**config.mk**
```make
export PLATFORM = sky130hd
export DESIGN_NAME = rapids_mem_arbiter_flat
export DESIGN_NICKNAME = d
export VERILOG_FILES = /design/src/rtl/rapids_mem_arbiter_if.sv /design/src/rtl/rapids_mem_arbiter.sv /design/src/flat_wrapper.sv
export SDC_FILE = /design/constraint.sdc
export NUM_CORES = 1
export LEC_CHECK = 0
export BUFFER_PORTS_ARGS = -buffer_cell sky130_fd_sc_hd__buf_2
export CAP_MARGIN = 20
export CORE_MARGIN = 2
export CORE_UTILIZATION = 48
export CTS_BUF_LIST = sky130_fd_sc_hd__clkbuf_4 sky130_fd_sc_hd__clkbuf_8
export DETAILED_ROUTE_END_ITERATION = 8
export GPL_TIMING_DRIVEN = 0
export MAX_ROUTING_LAYER = met4
export PLACE_DENSITY = 0.83
export SLEW_MARGIN = 5
export SYNTH_ARGS = -nofsm -noshare
export SYNTH_HDL_FRONTEND = slang
export SYNTH_SLANG_ARGS = --single-unit
export TNS_END_PERCENT = 10
```
**constraint.sdc**
```tcl
create_clock -name clk -period 2.7 [get_ports clk]
set_clock_uncertainty 0.15 [all_clocks]
set_input_delay 0.675 -clock clk [delete_from_list [all_inputs] [get_ports clk]]
set_output_delay 0.675 -clock clk [all_outputs]
set_load 0.005 [all_outputs]
```
**src/rtl/rapids_mem_arbiter_if.sv**
```systemverilog
// rtl/rapids_mem_arbiter_if.sv - fetch, data and memory port bundle for rapids_mem_arbiter
interface rapids_mem_arbiter_if #(
   parameter int ADDR_WIDTH = 32,
   parameter int DATA_WIDTH = 32
);
   logic                      if_req;
   logic [ADDR_WIDTH-1:0]     if_addr;
   logic [DATA_WIDTH-1:0]     if_rdata;
   logic                      if_done;
   logic                      d_req;
   logic                      d_we;
   logic [ADDR_WIDTH-1:0]     d_addr;
   logic [DATA_WIDTH-1:0]     d_wdata;
   logic [DATA_WIDTH/8-1:0]   d_be;
   logic [DATA_WIDTH-1:0]     d_rdata;
   logic                      d_done;
   logic                      mem_req;
   logic                      mem_we;
   logic [ADDR_WIDTH-1:0]     mem_addr;
   logic [DATA_WIDTH-1:0]     mem_wdata;
   logic [DATA_WIDTH/8-1:0]   mem_be;
   logic [DATA_WIDTH-1:0]     mem_rdata;
   logic                      mem_ready;
   logic                      bus_err;

   // Arbiter side.
   modport master (
      input  if_req, if_addr, d_req, d_we, d_addr, d_wdata, d_be, mem_rdata, mem_ready,
      output if_rdata, if_done, d_rdata, d_done, mem_req, mem_we, mem_addr, mem_wdata, mem_be, bus_err
   );

   // Requester and memory side.
   modport slave (
      output if_req, if_addr, d_req, d_we, d_addr, d_wdata, d_be, mem_rdata, mem_ready,
      input  if_rdata, if_done, d_rdata, d_done, mem_req, mem_we, mem_addr, mem_wdata, mem_be, bus_err
   );
endinterface

```
**src/rtl/rapids_mem_arbiter.sv**
```systemverilog
// rtl/rapids_mem_arbiter.sv - shares one memory port between fetch and load/store with data priority
module rapids_mem_arbiter #(
   parameter int ADDR_WIDTH   = 32,
   parameter int DATA_WIDTH   = 32,
   parameter int STARVE_LIMIT = 4,
   parameter int TIMEOUT      = 16
) (
   input  logic                  clk,
   input  logic                  reset_n,
   input  logic                  halt,
   rapids_mem_arbiter_if.master  bus
);
   localparam int BW = DATA_WIDTH / 8;
   localparam int WW = $clog2(TIMEOUT + 1);
   localparam int SW = $clog2(STARVE_LIMIT + 1);

   typedef enum logic [2:0] {IDLE, MEM_F, MEM_D, DONE_F, DONE_D} state_t;

   state_t                state, state_n;
   logic [SW-1:0]         starve_cnt, starve_n;
   logic [WW-1:0]         wait_cnt, wait_n;
   logic                  mem_req_q, mem_req_n;
   logic                  mem_we_q, mem_we_n;
   logic [ADDR_WIDTH-1:0] mem_addr_q, mem_addr_n;
   logic [DATA_WIDTH-1:0] mem_wdata_q, mem_wdata_n;
   logic [BW-1:0]         mem_be_q, mem_be_n;
   logic [DATA_WIDTH-1:0] if_rdata_q, if_rdata_n;
   logic [DATA_WIDTH-1:0] d_rdata_q, d_rdata_n;
   logic                  if_done_q, if_done_n;
   logic                  d_done_q, d_done_n;
   logic                  bus_err_q, bus_err_n;
   logic                  tout;

   always_comb begin
      state_n     = state;
      starve_n    = starve_cnt;
      wait_n      = wait_cnt;
      mem_req_n   = mem_req_q;
      mem_we_n    = mem_we_q;
      mem_addr_n  = mem_addr_q;
      mem_wdata_n = mem_wdata_q;
      mem_be_n    = mem_be_q;
      if_rdata_n  = if_rdata_q;
      d_rdata_n   = d_rdata_q;
      if_done_n   = 1'b0;
      d_done_n    = 1'b0;
      bus_err_n   = 1'b0;
      tout        = 1'b0;
      case (state)
         IDLE: begin
            if (!halt) begin
               if (bus.if_req && (!bus.d_req || starve_cnt == SW'(STARVE_LIMIT))) begin
                  state_n     = MEM_F;
                  mem_req_n   = 1'b1;
                  mem_we_n    = 1'b0;
                  mem_addr_n  = bus.if_addr;
                  mem_wdata_n = '0;
                  mem_be_n    = '1;
                  starve_n    = '0;
                  wait_n      = '0;
               end else if (bus.d_req) begin
                  state_n     = MEM_D;
                  mem_req_n   = 1'b1;
                  mem_we_n    = bus.d_we;
                  mem_addr_n  = bus.d_addr;
                  mem_wdata_n = bus.d_wdata;
                  mem_be_n    = bus.d_be;
                  wait_n      = '0;
                  // Only a data grant that bypasses a waiting fetch counts toward starvation.
                  if (!bus.if_req)
                     starve_n = '0;
                  else if (starve_cnt != SW'(STARVE_LIMIT))
                     starve_n = starve_cnt + 1'b1;
               end
            end
         end
         MEM_F, MEM_D: begin
            tout = !bus.mem_ready && (wait_cnt == WW'(TIMEOUT - 1));
            if (bus.mem_ready || tout) begin
               mem_req_n = 1'b0;
               bus_err_n = tout;
               if (state == MEM_F) begin
                  if_rdata_n = tout ? '0 : bus.mem_rdata;
                  if_done_n  = 1'b1;
                  state_n    = DONE_F;
               end else begin
                  d_rdata_n  = tout ? '0 : bus.mem_rdata;
                  d_done_n   = 1'b1;
                  state_n    = DONE_D;
               end
            end else begin
               wait_n = wait_cnt + 1'b1;
            end
         end
         DONE_F, DONE_D: state_n = IDLE;
         default:        state_n = IDLE;
      endcase
   end

   always_ff @(posedge clk or negedge reset_n) begin
      if (!reset_n) begin
         state       <= IDLE;
         starve_cnt  <= '0;
         wait_cnt    <= '0;
         mem_req_q   <= 1'b0;
         mem_we_q    <= 1'b0;
         mem_addr_q  <= '0;
         mem_wdata_q <= '0;
         mem_be_q    <= '0;
         if_rdata_q  <= '0;
         d_rdata_q   <= '0;
         if_done_q   <= 1'b0;
         d_done_q    <= 1'b0;
         bus_err_q   <= 1'b0;
      end else begin
         state       <= state_n;
         starve_cnt  <= starve_n;
         wait_cnt    <= wait_n;
         mem_req_q   <= mem_req_n;
         mem_we_q    <= mem_we_n;
         mem_addr_q  <= mem_addr_n;
         mem_wdata_q <= mem_wdata_n;
         mem_be_q    <= mem_be_n;
         if_rdata_q  <= if_rdata_n;
         d_rdata_q   <= d_rdata_n;
         if_done_q   <= if_done_n;
         d_done_q    <= d_done_n;
         bus_err_q   <= bus_err_n;
      end
   end

   assign bus.mem_req   = mem_req_q;
   assign bus.mem_we    = mem_we_q;
   assign bus.mem_addr  = mem_addr_q;
   assign bus.mem_wdata = mem_wdata_q;
   assign bus.mem_be    = mem_be_q;
   assign bus.if_rdata  = if_rdata_q;
   assign bus.d_rdata   = d_rdata_q;
   assign bus.if_done   = if_done_q;
   assign bus.d_done    = d_done_q;
   assign bus.bus_err   = bus_err_q;
endmodule

```
**src/flat_wrapper.sv**
```systemverilog
// flat-port wrapper written by rule: the top's interface ports become plain ports
module rapids_mem_arbiter_flat 
#(
   parameter int ADDR_WIDTH   = 32,
   parameter int DATA_WIDTH   = 32,
   parameter int STARVE_LIMIT = 4,
   parameter int TIMEOUT      = 16
)
  (clk, reset_n, halt, bus_if_req, bus_if_addr, bus_d_req, bus_d_we, bus_d_addr, bus_d_wdata, bus_d_be, bus_mem_rdata, bus_mem_ready, bus_if_rdata, bus_if_done, bus_d_rdata, bus_d_done, bus_mem_req, bus_mem_we, bus_mem_addr, bus_mem_wdata, bus_mem_be, bus_bus_err);
  rapids_mem_arbiter_if #(.ADDR_WIDTH(ADDR_WIDTH), .DATA_WIDTH(DATA_WIDTH)) bus_i ();
  input  logic clk;
  input  logic reset_n;
  input  logic halt;
  input wire logic [$bits(bus_i.if_req)-1:0] bus_if_req;
  input wire logic [$bits(bus_i.if_addr)-1:0] bus_if_addr;
  input wire logic [$bits(bus_i.d_req)-1:0] bus_d_req;
  input wire logic [$bits(bus_i.d_we)-1:0] bus_d_we;
  input wire logic [$bits(bus_i.d_addr)-1:0] bus_d_addr;
  input wire logic [$bits(bus_i.d_wdata)-1:0] bus_d_wdata;
  input wire logic [$bits(bus_i.d_be)-1:0] bus_d_be;
  input wire logic [$bits(bus_i.mem_rdata)-1:0] bus_mem_rdata;
  input wire logic [$bits(bus_i.mem_ready)-1:0] bus_mem_ready;
  output wire logic [$bits(bus_i.if_rdata)-1:0] bus_if_rdata;
  output wire logic [$bits(bus_i.if_done)-1:0] bus_if_done;
  output wire logic [$bits(bus_i.d_rdata)-1:0] bus_d_rdata;
  output wire logic [$bits(bus_i.d_done)-1:0] bus_d_done;
  output wire logic [$bits(bus_i.mem_req)-1:0] bus_mem_req;
  output wire logic [$bits(bus_i.mem_we)-1:0] bus_mem_we;
  output wire logic [$bits(bus_i.mem_addr)-1:0] bus_mem_addr;
  output wire logic [$bits(bus_i.mem_wdata)-1:0] bus_mem_wdata;
  output wire logic [$bits(bus_i.mem_be)-1:0] bus_mem_be;
  output wire logic [$bits(bus_i.bus_err)-1:0] bus_bus_err;
  assign bus_i.if_req = bus_if_req;
  assign bus_i.if_addr = bus_if_addr;
  assign bus_i.d_req = bus_d_req;
  assign bus_i.d_we = bus_d_we;
  assign bus_i.d_addr = bus_d_addr;
  assign bus_i.d_wdata = bus_d_wdata;
  assign bus_i.d_be = bus_d_be;
  assign bus_i.mem_rdata = bus_mem_rdata;
  assign bus_i.mem_ready = bus_mem_ready;
  assign bus_if_rdata = bus_i.if_rdata;
  assign bus_if_done = bus_i.if_done;
  assign bus_d_rdata = bus_i.d_rdata;
  assign bus_d_done = bus_i.d_done;
  assign bus_mem_req = bus_i.mem_req;
  assign bus_mem_we = bus_i.mem_we;
  assign bus_mem_addr = bus_i.mem_addr;
  assign bus_mem_wdata = bus_i.mem_wdata;
  assign bus_mem_be = bus_i.mem_be;
  assign bus_bus_err = bus_i.bus_err;
  rapids_mem_arbiter #(.ADDR_WIDTH(ADDR_WIDTH), .DATA_WIDTH(DATA_WIDTH), .STARVE_LIMIT(STARVE_LIMIT), .TIMEOUT(TIMEOUT)) u_core (.clk(clk), .reset_n(reset_n), .halt(halt), .bus(bus_i));
endmodule
```
Yosys cells after proc, flatten, opt, wreduce, memory -nomap -nowiden
Cells that the tools add are included.

word-level totals
  register bits after elaboration = 148
  input port bits = 139
  output and inout bits = 137

operators by class
  $add $sub $neg = 2
  eq/ne operators = 10
  mux-type cells = 37
  bitwise logic cells = 2
  reduce and logical (&&, ||, !) cells = 17

operator list
  cell                                                             count
  32-bit two-way mux                                               5
  3-bit two-way mux                                                9
  5-bit two-way mux                                                4
  1-bit two-way mux                                                14
  3-bit AND reduction                                              4
  4-bit AND reduction                                              3
  5-bit case mux with 2 select lines                               1
  4-bit two-way mux                                                2
  3-bit case mux with 2 select lines                               1
  5-bit by 1-bit adder with 5-bit output, second input constant    1
  5-bit by 4-bit == test with 1-bit output, second input constant  1
  2-bit != test, second input constant                             2
  2-bit nonzero test                                               2
  3-bit by 1-bit adder with 3-bit output, second input constant    1
  3-bit by 1-bit == test with 1-bit output, second input constant  1
  3-bit by 2-bit == test with 1-bit output, second input constant  1
  3-bit == test, second input constant                             1
  3-bit zero test                                                  1
  3-bit by 1-bit != test with 1-bit output, second input constant  1
  3-bit by 2-bit != test with 1-bit output, second input constant  1
  3-bit != test, second input constant                             1
  1-bit logical AND                                                2
  1-bit zero test                                                  2
  1-bit logical OR                                                 2
  4 further kinds                                                  5

Depth between registers and ports, before layout
Gate-level depths: netlist of the first run.

  depth after elaboration = 6
  gate-level depth with buffers = 9

Least setup slack after synthesis of the first run
OpenSTA, ideal clock, no wires.

  path type = register to register
  start point = register u_core.wait_cnt[0]
  end point = register u_core.d_rdata_q[20], in the netlist u_core.bus.d_rdata[20]
  setup time = 0.134 ns
  arrival time = 1.959 ns
  data required time = 2.416 ns
  setup slack = 0.457 ns
  cell stages (with the launch flop) = 9
  path buffers = 2
  period minus slack after synthesis = 2.243 ns
  cells stage by stage = dfrtp_1 -> ha_1 -> and3_1 -> ha_1 -> nor2_1 -> or3_1 -> buf_2 -> clkbuf_1 -> o21ai_0

on the way
  word-level cells in the longest chain between the ends = 4
  elaborated cells between the ends (all ways) = 5

ends and longest elaborated chain
  element                                     RTL line                   RTL
  start: declaration                          rapids_mem_arbiter.sv:21   logic [WW-1:0] wait_cnt, wait_n;
  start signal: assignment                    rapids_mem_arbiter.sv:118  wait_cnt <= wait_n;
  5-bit by 4-bit == test with 1-bit output *  rapids_mem_arbiter.sv:78   tout = !bus.mem_ready && (wait_cnt == WW'(TIMEOUT - 1));
  1-bit logical AND *                         rapids_mem_arbiter.sv:78
  1-bit logical OR                            rapids_mem_arbiter.sv:79   if (bus.mem_ready || tout) begin
  3-bit AND reduction (no line)               -
  end signal: assignment                      rapids_mem_arbiter.sv:125  d_rdata_q <= d_rdata_n;
  end: declaration                            rapids_mem_arbiter.sv:28   logic [DATA_WIDTH-1:0] d_rdata_q, d_rdata_n;

Every way passes the cells marked *; elsewhere a longest branch is shown, timed or not.
A chain may end at the register's enable or synchronous reset.

Worst setup path after layout of the first run
  start point = register u_core.wait_cnt[0]
  end point = register u_core.if_rdata_q[21], in the netlist u_core.bus.if_rdata[21]

on the way
  word-level cells in the longest chain between the ends = 4
  elaborated cells between the ends (all ways) = 5

ends and longest elaborated chain
  element                                     RTL line                   RTL
  5-bit by 4-bit == test with 1-bit output *  rapids_mem_arbiter.sv:78
  1-bit logical AND *                         rapids_mem_arbiter.sv:78
  1-bit logical OR                            rapids_mem_arbiter.sv:79
  3-bit AND reduction (no line)               -
  end signal: assignment                      rapids_mem_arbiter.sv:124  if_rdata_q <= if_rdata_n;
  end: declaration                            rapids_mem_arbiter.sv:27   logic [DATA_WIDTH-1:0] if_rdata_q, if_rdata_n;

Marks and branches as above.

==> impl_metrics.toml, run 1 <==
[logic_synthesis]
synthTopCellsByArea = "dfrtp_1, nand2_1, a22o_1"
synth_nets = 719
netlist_area_um2 = 5933
seq_area_frac_synth_pct = 62.42
synth_area_leader_cell = "dfrtp_1"
synth_commonest_cells = "nand2_1, dfrtp_1, o21ai_0, nor2_1, a22o_1"
ys_ff_latch = 148
ys_types = 38
yosysTopAreaCellShare_pct = 62.42
synth_most_common_cell = "nand2_1"
ys.flop_type = "dfrtp_1"
ys_async_sr_fraction_pct = 100.0
avgSynthCellArea_um2 = 10.30
synth_edf_count = 0
yosysWarnings = 0
synth_cells = 576

[job]
cap_violations = 0

[clocking]
path_clk_slew_ns = 0.08
clk_latency_ns = 0.45
clockRootBuffer = "clkbuf_8"
h-tree-depth = 4
cts-buffers-inserted = 17
clock_sinks = 148
cts_tree = "built"
cts_buffer_depth = 2

[global_routing]
grt_max_degree = 89
busiest_layer = "met2"
grt_pass1_vias = 5314
met2_usage_pct = 42.86
use_met1_pct = 29.22
use_met3_pct = 7.064
grt_usage_pct = 25.41
antenna_found_initial = 0
grt_pass1_wl_mm = 25.34
grt-ovfl-total = 0

[detailed_routing]
num_vias = 5386
drtIter0Drc = 343
wl_per_cell_um = 15.31
avgViaCountPerCell = 5.125
drcViolationCount = 0
ant_nets = 0
drt-total-wl_mm = 16.09
drtPass1Iterations = 4

[sta]
fin_tns_setup_ns = 0
hold_viol = 0
fin_crit_sh_pct = 91.16
timing.fmax_mhz = 406.3
period_needed_ns = 2.461
worst_slack_ns = 0.2387
slew-limit-headroom_pct = 47.16
rsz0062_at_grt = "false"
maxSlewViolCount = 0
setup_viol = 0
tightest_slew_ns = 0.7927

[critical_path]
crit_path_end_kind = "flip-flop"
worstPathCellList = "ha_1, and3_1, ha_1, o21ai_1, clkbuf_1, nand2_1, o21ai_0"
critPathLaunchType = "flip-flop"
crit_required_ns = 2.91
cpPeakStageDelay_ns = 0.45
crit_path_frequent_cell = "ha_1"
worstPathMaxFanout = 10
crit_arrival_ns = 2.67
crit_type = "reg2reg"
critical_path_buf_inv_count = 1
cpMaxStageDelayCell = "clkbuf_1"
cpLargestDelayFamily = "compound AO/OA/AOI/OAI gates"

[floorplanning]
io_pins = 276
die_y_um = 115.2
rows = 40
initial_core_util_pct = 49.19
die_w_um = 115.2
die_area_um2 = 13270
core_um2 = 12060

[placement]
detailed_place.area_um2 = 7548
pre_cts_slack_ns = -0.01594
hpwl_mm = 11.81
port_buffers = 274
place_congestion = 0.8721
dp_cells = 1019

[cells_and_area]
area_growth_pct = 35.24
n_fill_cell = 971
layout.cells.non_filler = 1051
fin_area_um2 = 8024
final_layout_size_suffix_gt1_share_pct = 38.39
n_antenna_cell = 0
num-nets-final = 1013

[power_and_ir_drop]
total_power_w = 0.008818
power.density_nw_per_um2 = 1099
vdd_drop_max_mv = 0.5108
p_leak_nw = 4.252

[worst_hold_path]
hp-class = "in2async"

[status]
outcome = "completed"
[sequential cells by signal, summed over array words and instances, names as in the netlist]
register              flops
u_core.bus.if_rdata      32
u_core.bus.d_rdata       32
u_core.starve_cnt         3
u_core.bus.mem_be         4
u_core.bus.mem_we         1
u_core.bus.d_done         1
u_core.state              3
u_core.bus.mem_req        1
u_core.wait_cnt           5
u_core.bus.mem_addr      32
u_core.bus.bus_err        1
u_core.bus.mem_wdata     32
u_core.bus.if_done        1
[final cells by class]
class	count	area, µm²	area share [%]
Buffer	44	244.0	3.041
Sequential cell	148	3704	46.16
Clock buffer	20	269.0	3.353
Timing Repair Buffer	275	1405	17.51
Inverter	8	30.03	0.3742
Tap cell	168	210.2	2.620
Multi-Input combinational cell	376	1962	24.45
Clock inverter	12	200.2	2.495
[worst paths after layout]
path / start / to / slack (ns) / cells past startpoint
min in group clk: bus_d_be[0] / u_core.bus.mem_be[0]$_DFFE_PN0P_ / 0.28 / 2
worst min register to register: u_core.bus.if_rdata[25]$_DFFE_PN0P_ / u_core.bus.if_rdata[25]$_DFFE_PN0P_ / 0.33 / 2
worst max register to register: u_core.wait_cnt[0]$_DFFE_PN0P_ / u_core.bus.if_rdata[21]$_DFFE_PN0P_ / 0.24 / 7
worst min-delay path: reset_n / u_core.bus.if_rdata[28]$_DFFE_PN0P_ / 0.14 / 1
max in group asynchronous: reset_n / u_core.starve_cnt[1]$_DFFE_PN0P_ / 1.48 / 2
worst max-delay path: u_core.wait_cnt[0]$_DFFE_PN0P_ / u_core.bus.if_rdata[21]$_DFFE_PN0P_ / 0.24 / 7
[power by group]
group / switching (W) / leakage, nW / internal, W
Clock: 0.000828 / 0.229 / 0.00116
Combinational: 0.00165 / 2.20 / 0.00150
Sequential: 0.000500 / 1.82 / 0.00319
Total: 0.00298 / 4.25 / 0.00584
[layout by cell type (no fill, tap or decap), types with 2 or more instances in the layout]
cell type	netlist	layout
o21ai_0	56	56
o21ai_1	5	5
ha_1	4	4
inv_1	8	8
clkinvlp_4	0	3
nor3_1	2	2
a21oi_1	3	3
nand2_1	160	160
clkbuf_2	0	3
buf_2	18	291
nor2_1	36	35
o2bb2ai_1	2	2
bufinv_16	0	5
a21boi_0	3	3
buf_1	3	3
buf_8	3	3
nand4_1	2	2
a22o_1	34	34
nand3_1	7	7
o22a_1	4	4
a32o_1	6	6
nand2b_1	4	4
a31oi_1	33	33
dfrtp_1	148	148
buf_6	2	3
clkbuf_1	17	14
clkinv_2	0	2
or3_1	2	2
clkbuf_8	0	19
[through the flow]
stage / hold slack, ns / util (%)
3_5_place_dp: 0.3127 / 62.58
4_1_cts: 0.1440 / 66.49
5_1_grt: 0.1693 / 66.52
2_1_floorplan: 0.2294 / -
6_report: 0.1391 / 66.52
3_3_place_gp: 0.3071 / 62.30
[routing by layer]
metal / part of all wire, % / vias to the layer above
li1: - / 2559
met1: 41 / 2613
met2: 51 / 180
met3: 5.4 / 34
met4: 2.4 / 0
met5: 0 / -
[cells by family (layout without fill, tap and decap cells)]
family,after synthesis,after routing,synth area share [%]
XOR/XNOR,1,1,0.1476
AO/OA/AOI/OAI,150,150,16.70
buffers and inverters,52,359,4.555
multiplexers,1,1,0.1687
AND/OR/NAND/NOR,220,220,15.16
adder cells (fa/ha/maj),4,4,0.8436
flip-flops,148,148,62.42
[what timing repair did]
| item | in CTS | in global routing |
|---|---|---|
| buffers inserted | 0 | 0 |
| setup endpoints to repair | 7 | 26 |
| hold buffers | 0 | 0 |
| resized for setup | 1 | 6 |
| gates cloned | 0 | 0 |
No activity file was read; power rests on OpenSTA's default activity.
==> run 2, diff against run 1 <==
Settings changed: ABC_AREA set to 1, BUFFER_PORTS_ARGS -buffer_cell sky130_fd_sc_hd__buf_2 to not set, CORE_UTILIZATION 48 to 60, DONT_BUFFER_PORTS set to 1, PLACE_DENSITY 0.83 to 0.77.
==> impl_metrics.toml, run 2 <==
[status]
outcome = "finished, violations left"
violations = "negative hold slack"

[global_routing]
grt_max_degree = 149
grt_pass1_vias = 5358
grt-ovfl-total = 0
antenna_found_initial = 0
grt_pass1_wl_mm = 26.38
grt_usage_pct = 29.31

[power_and_ir_drop]
p_leak_nw = 3.994
vdd_drop_max_mv = 0.4915
total_power_w = 0.007916
power.density_nw_per_um2 = 1087

[cells_and_area]
final_layout_size_suffix_gt1_share_pct = 9.906
final_common_cell = "nand2_1"
n_fill_cell = 897
area_growth_pct = 8.987
multi_input_area_um2 = 2401
seqCellArea_um2 = 3704
n_antenna_cell = 0
final_cell_mix = "nand2_1, dfrtp_1, inv_1"
num-nets-final = 978

[sta]
setup_viol = 0
maxSlewViolCount = 0
hold_viol = 148
holdWs_ns = -0.2275
fin_crit_sh_pct = 83.81
period_needed_ns = 2.263
timing.fmax_mhz = 441.9
slew-limit-headroom_pct = 67.62
rsz0062_at_grt = "false"
tightest_slew_ns = 0.4856
fin_tns_setup_ns = 0

[logic_synthesis]
synth-compound-area-share_pct = 9.699
netlist_area_um2 = 6683
synth_most_common_cell = "nand2_1"
seq_area_frac_synth_pct = 55.42
synth_top_family_by_area = "simple AND/OR/NAND/NOR gates"
synth_edf_count = 0
synthXorXnorAreaFrac_pct = 0.1311
ys_async_sr_fraction_pct = 100.0
synth_area_leader_cell = "dfrtp_1"
ys_types = 24
synth_cells = 816
synthAdderAreaFrac_pct = 0.7489
synth_mux_area_share_pct = 0
ys_ff_latch = 148
yosysTopAreaCellShare_pct = 55.42
yosysWarnings = 0
avgSynthCellArea_um2 = 8.190
ys.flop_type = "dfrtp_1"
synth-simple-area-share_pct = 25.35
synthTopCellsByArea = "dfrtp_1, nand2_1, o21ai_0"
synth_nets = 959
synth_commonest_cells = "nand2_1, dfrtp_1, inv_1, o21ai_0, nand3_1"

[detailed_routing]
drt-total-wl_mm = 17.06
drtIter0Drc = 377
avgViaCountPerCell = 5.515
wl_per_cell_um = 17.27
drcViolationCount = 0
num_vias = 5449
ant_nets = 0
drtPass1Iterations = 5

[critical_path]
worstPathMaxFanout = 10
r2r-start = "u_core.wait_cnt[0]$_DFFE_PN0P_"
crit_required_ns = 2.88
crit_type = "reg2reg"
crit_arrival_ns = 2.44
crit_path_end_kind = "flip-flop"
critPathLaunchType = "flip-flop"
crit_start = "u_core.wait_cnt[0]$_DFFE_PN0P_"

[clocking]
clock_sinks = 148
clk_latency_ns = 0.44
postCtsSetupRepairBufs = 0
cts_resized = 0
path_clk_slew_ns = 0.08
h-tree-depth = 4
cts_buffer_depth = 2
cts-buffers-inserted = 17
clockRootBuffer = "clkbuf_8"
cts_tree = "built"

[floorplanning]
io_pins = 276
initial_core_util_pct = 61.65
die_y_um = 109.5
core_um2 = 10840
rows = 38
die_area_um2 = 12000
die_w_um = 109.5

[placement]
place_congestion = 0.8296
hpwl_mm = 12.30
port_buffers = 0

[worst_hold_path]
hp-class = "in2async"

[job]
cap_violations = 0
==> run 2: through the flow <==
step | instance area, µm² | instances | util, % | setup slack, ns
3_5_place_dp | 6858 | 956 | 63.26 | 0.4719
2_1_floorplan | 6683 | 816 | - | 0.7313
6_report | 7283 | 988 | 67.19 | 0.4372
4_1_cts | 7283 | 988 | 67.19 | 0.4496
3_3_place_gp | 6858 | 956 | 63.26 | 0.5051
5_1_grt | 7283 | 988 | 67.19 | 0.2274
==> run 2: final timing paths <==
path,endpoint,slack [ns],cells after the start
setup reg to reg,u_core.wait_cnt[1]$_DFFE_PN0P_,0.44,11
hold / removal,u_core.bus.d_rdata[27]$_DFFE_PN0P_,-0.23,0
hold reg to reg,u_core.wait_cnt[4]$_DFFE_PN0P_,0.34,2
max in group asynchronous,u_core.bus.mem_wdata[6]$_DFFE_PN0P_,2.46,0
setup / recovery,u_core.wait_cnt[1]$_DFFE_PN0P_,0.44,11
min in group clk,u_core.bus.bus_err$_DFF_PN0_,0.16,1
==> run 2: critical path, cell delays in order, from the launching register on <==
cell     delay (ns)
dfrtp_1        0.44
ha_1           0.24
nand2_1        0.09
nor2_1         0.05
ha_1           0.21
nor2_2         0.21
buf_2          0.30
inv_2          0.06
nand2_2        0.13
nand3_2        0.14
nand2_1        0.10
nand2_1        0.05
==> run 2: area by class of cell <==
class | count | area share [%]
plain buffers | 50 | 3.865
inverters | 79 | 4.071
multi-input cells | 539 | 32.97
clock inverters | 13 | 2.336
flip-flops and latches | 148 | 50.85
clock buffers | 19 | 3.505
well taps | 140 | 2.405
==> run 2: per-layer routing <==
metal / wire, µm / vias up / GRT usage, %
met1: 6667 / 2588 / 34.38
met4: 376 / 0 / 11.03
met5: 0 / - / -
met3: 1534 / 34 / 9.069
met2: 8480 / 235 / 47.62
li1: - / 2592 / -
==> run 2: cells by family after synthesis <==
family,count (synthesis)
adders and majority gates,4
buffers and inverters,129
AOI/OAI and AO/OA,112
xor gates and xnor gates,1
DFF,148
and+or+nand+nor,422
==> run 2: power by group <==
group	internal (W)	switching, W	total, W
sequential	0.00323	0.000882	0.00411
clock	0.000964	0.000872	0.00184
combinational	0.000721	0.00125	0.00197
==> run 3, diff against run 2 <==
Clock period 2.7 ns to 2.2 ns, I/O delays scaled along.
==> impl_metrics.toml, run 3 (synthesized netlist as in run 2, its figures left out) <==
[sta]
maxSlewViolCount = 0
hold_viol = 148
fin_crit_sh_pct = 95.05
timing.fmax_mhz = 478.2
holdWs_ns = -0.3533
slew-limit-headroom_pct = 67.80
tightest_slew_ns = 0.4830
period_needed_ns = 2.091
worst_slack_ns = 0.1089
setup_viol = 0

[floorplanning]
core_um2 = 10840
die_y_um = 109.5
rows = 38
die_area_um2 = 12000
initial_core_util_pct = 61.65
io_pins = 276
die_w_um = 109.5

[cells_and_area]
area_growth_pct = 9.436
final_common_cell = "nand2_1"
final_cell_mix = "nand2_1, dfrtp_1, inv_1"
n_antenna_cell = 0
num-nets-final = 978
final_layout_size_suffix_gt1_share_pct = 10.38

[critical_path]
reg2regPathDepth = 11
crit_required_ns = 2.38
reg2reg_slack_ns = 0.11
crit_arrival_ns = 2.27
crit_path_end_kind = "flip-flop"
r2r-start = "u_core.wait_cnt[0]$_DFFE_PN0P_"
crit_type = "reg2reg"
critPathLaunchType = "flip-flop"
worstPathMaxFanout = 10
r2r_end = "u_core.wait_cnt[1]$_DFFE_PN0P_"

[detailed_routing]
drtPass1Iterations = 5
drtIter0Drc = 360
drcViolationCount = 0
wl_per_cell_um = 17.27
drt-total-wl_mm = 17.06
num_vias = 5468
avgViaCountPerCell = 5.534
ant_nets = 0

[clocking]
path_clk_slew_ns = 0.08
cts-buffers-inserted = 17
clk_latency_ns = 0.44
h-tree-depth = 4
clock_sinks = 148
cts_buffer_depth = 2
cts_tree = "built"
clockRootBuffer = "clkbuf_8"

[global_routing]
grt_max_degree = 149
grt_pass1_wl_mm = 26.38
antenna_found_initial = 0
grt-ovfl-total = 0
grt_pass1_vias = 5358
grt_usage_pct = 29.31

[power_and_ir_drop]
total_power_w = 0.009743
vdd_drop_max_mv = 0.6040
p_leak_nw = 4.008
power.density_nw_per_um2 = 1332

[placement]
hpwl_mm = 12.30
port_buffers = 0
place_congestion = 0.8296
pre_cts_slack_ns = -0.02810

[worst_hold_path]
hp-class = "in2async"

[job]
cap_violations = 0

[status]
outcome = "finished, violations left"
violations = "negative hold slack"
[run 3: cell types whose count changed in the layout (fill, tap and decap cells not counted), moves of 2 or more]
cell / delta
clkbuf_1: -3
clkbuf_4: +2
buf_2: -2
clkbuf_2: +2
[run 3: worst max-delay path, cell delays in order, from the launching register on]
cell and delay [ns]:
dfrtp_1 0.44, ha_1 0.24, nand2_1 0.09, nor2_1 0.05, ha_1 0.23, nor2_4 0.18, buf_6 0.17, inv_2 0.04
nand2_2 0.14, nand3_4 0.11, nand2_1 0.09, nand2_1 0.05
[run 3: cell type report]
cell class	count	area, µm²
Sequential cell	148	3704
Fill cell	900	3527
Multi-Input combinational cell	539	2416
Buffer	50	296.5
Inverter	79	296.5
Clock buffer	19	255.2
Tap cell	140	175.2
Clock inverter	13	170.2
[run 3: per-layer routing]
layer / routed length, µm / share of wire (%) / GRT usage (%)
met1: 6664 / 39 / 34.38
met2: 8503 / 50 / 47.62
met3: 1509 / 8.8 / 9.069
met4: 382 / 2.2 / 11.03
met5: 0 / 0 / -
[run 3: stage by stage]
step | instance area, µm² | cells | util [%] | hold slack, ns | TNS, ns
2_1_floorplan | 6683 | 816 | - | 0.1044 | 0
3_3_place_gp | 6858 | 956 | 63.26 | 0.1071 | 0
3_5_place_dp | 6858 | 956 | 63.26 | 0.1064 | -0.3275
4_1_cts | 7287 | 988 | 67.22 | -0.3821 | 0
5_1_grt | 7313 | 988 | 67.46 | -0.3896 | -0.02787
6_report | 7313 | 988 | 67.46 | -0.3533 | 0
[run 3: worst max-delay path by stage]
stage	start	end	slack, ns	cells after the start
2_1_floorplan	u_core.wait_cnt[0]$_DFFE_PN0P_	u_core.wait_cnt[3]$_DFFE_PN0P_	0.23	11
3_3_place_gp	u_core.wait_cnt[0]$_DFFE_PN0P_	u_core.bus.d_rdata[29]$_DFFE_PN0P_	0.005	10
3_5_place_dp	u_core.wait_cnt[0]$_DFFE_PN0P_	u_core.wait_cnt[2]$_DFFE_PN0P_	-0.03	11
4_1_cts	u_core.wait_cnt[0]$_DFFE_PN0P_	u_core.wait_cnt[1]$_DFFE_PN0P_	0.02	11
5_1_grt	u_core.wait_cnt[0]$_DFFE_PN0P_	u_core.bus.d_rdata[22]$_DFFE_PN0P_	-0.01	10
6_report	u_core.wait_cnt[0]$_DFFE_PN0P_	u_core.wait_cnt[1]$_DFFE_PN0P_	0.11	11
[run 3: power breakdown]
part           switching [W]  leakage [nW]  internal (W)
logic                0.00155          1.93      0.000896
registers            0.00108          1.87       0.00396
clock network        0.00107         0.208       0.00118
[run 3: timing repair]
action | 4_1_cts | 5_1_grt
buffers inserted | 0 | 0
endpoints found under the hold margin | 148 | 148
pin swaps | 0 | 0
resized for setup | 2 | 11
endpoints found under the setup margin | 45 | 68
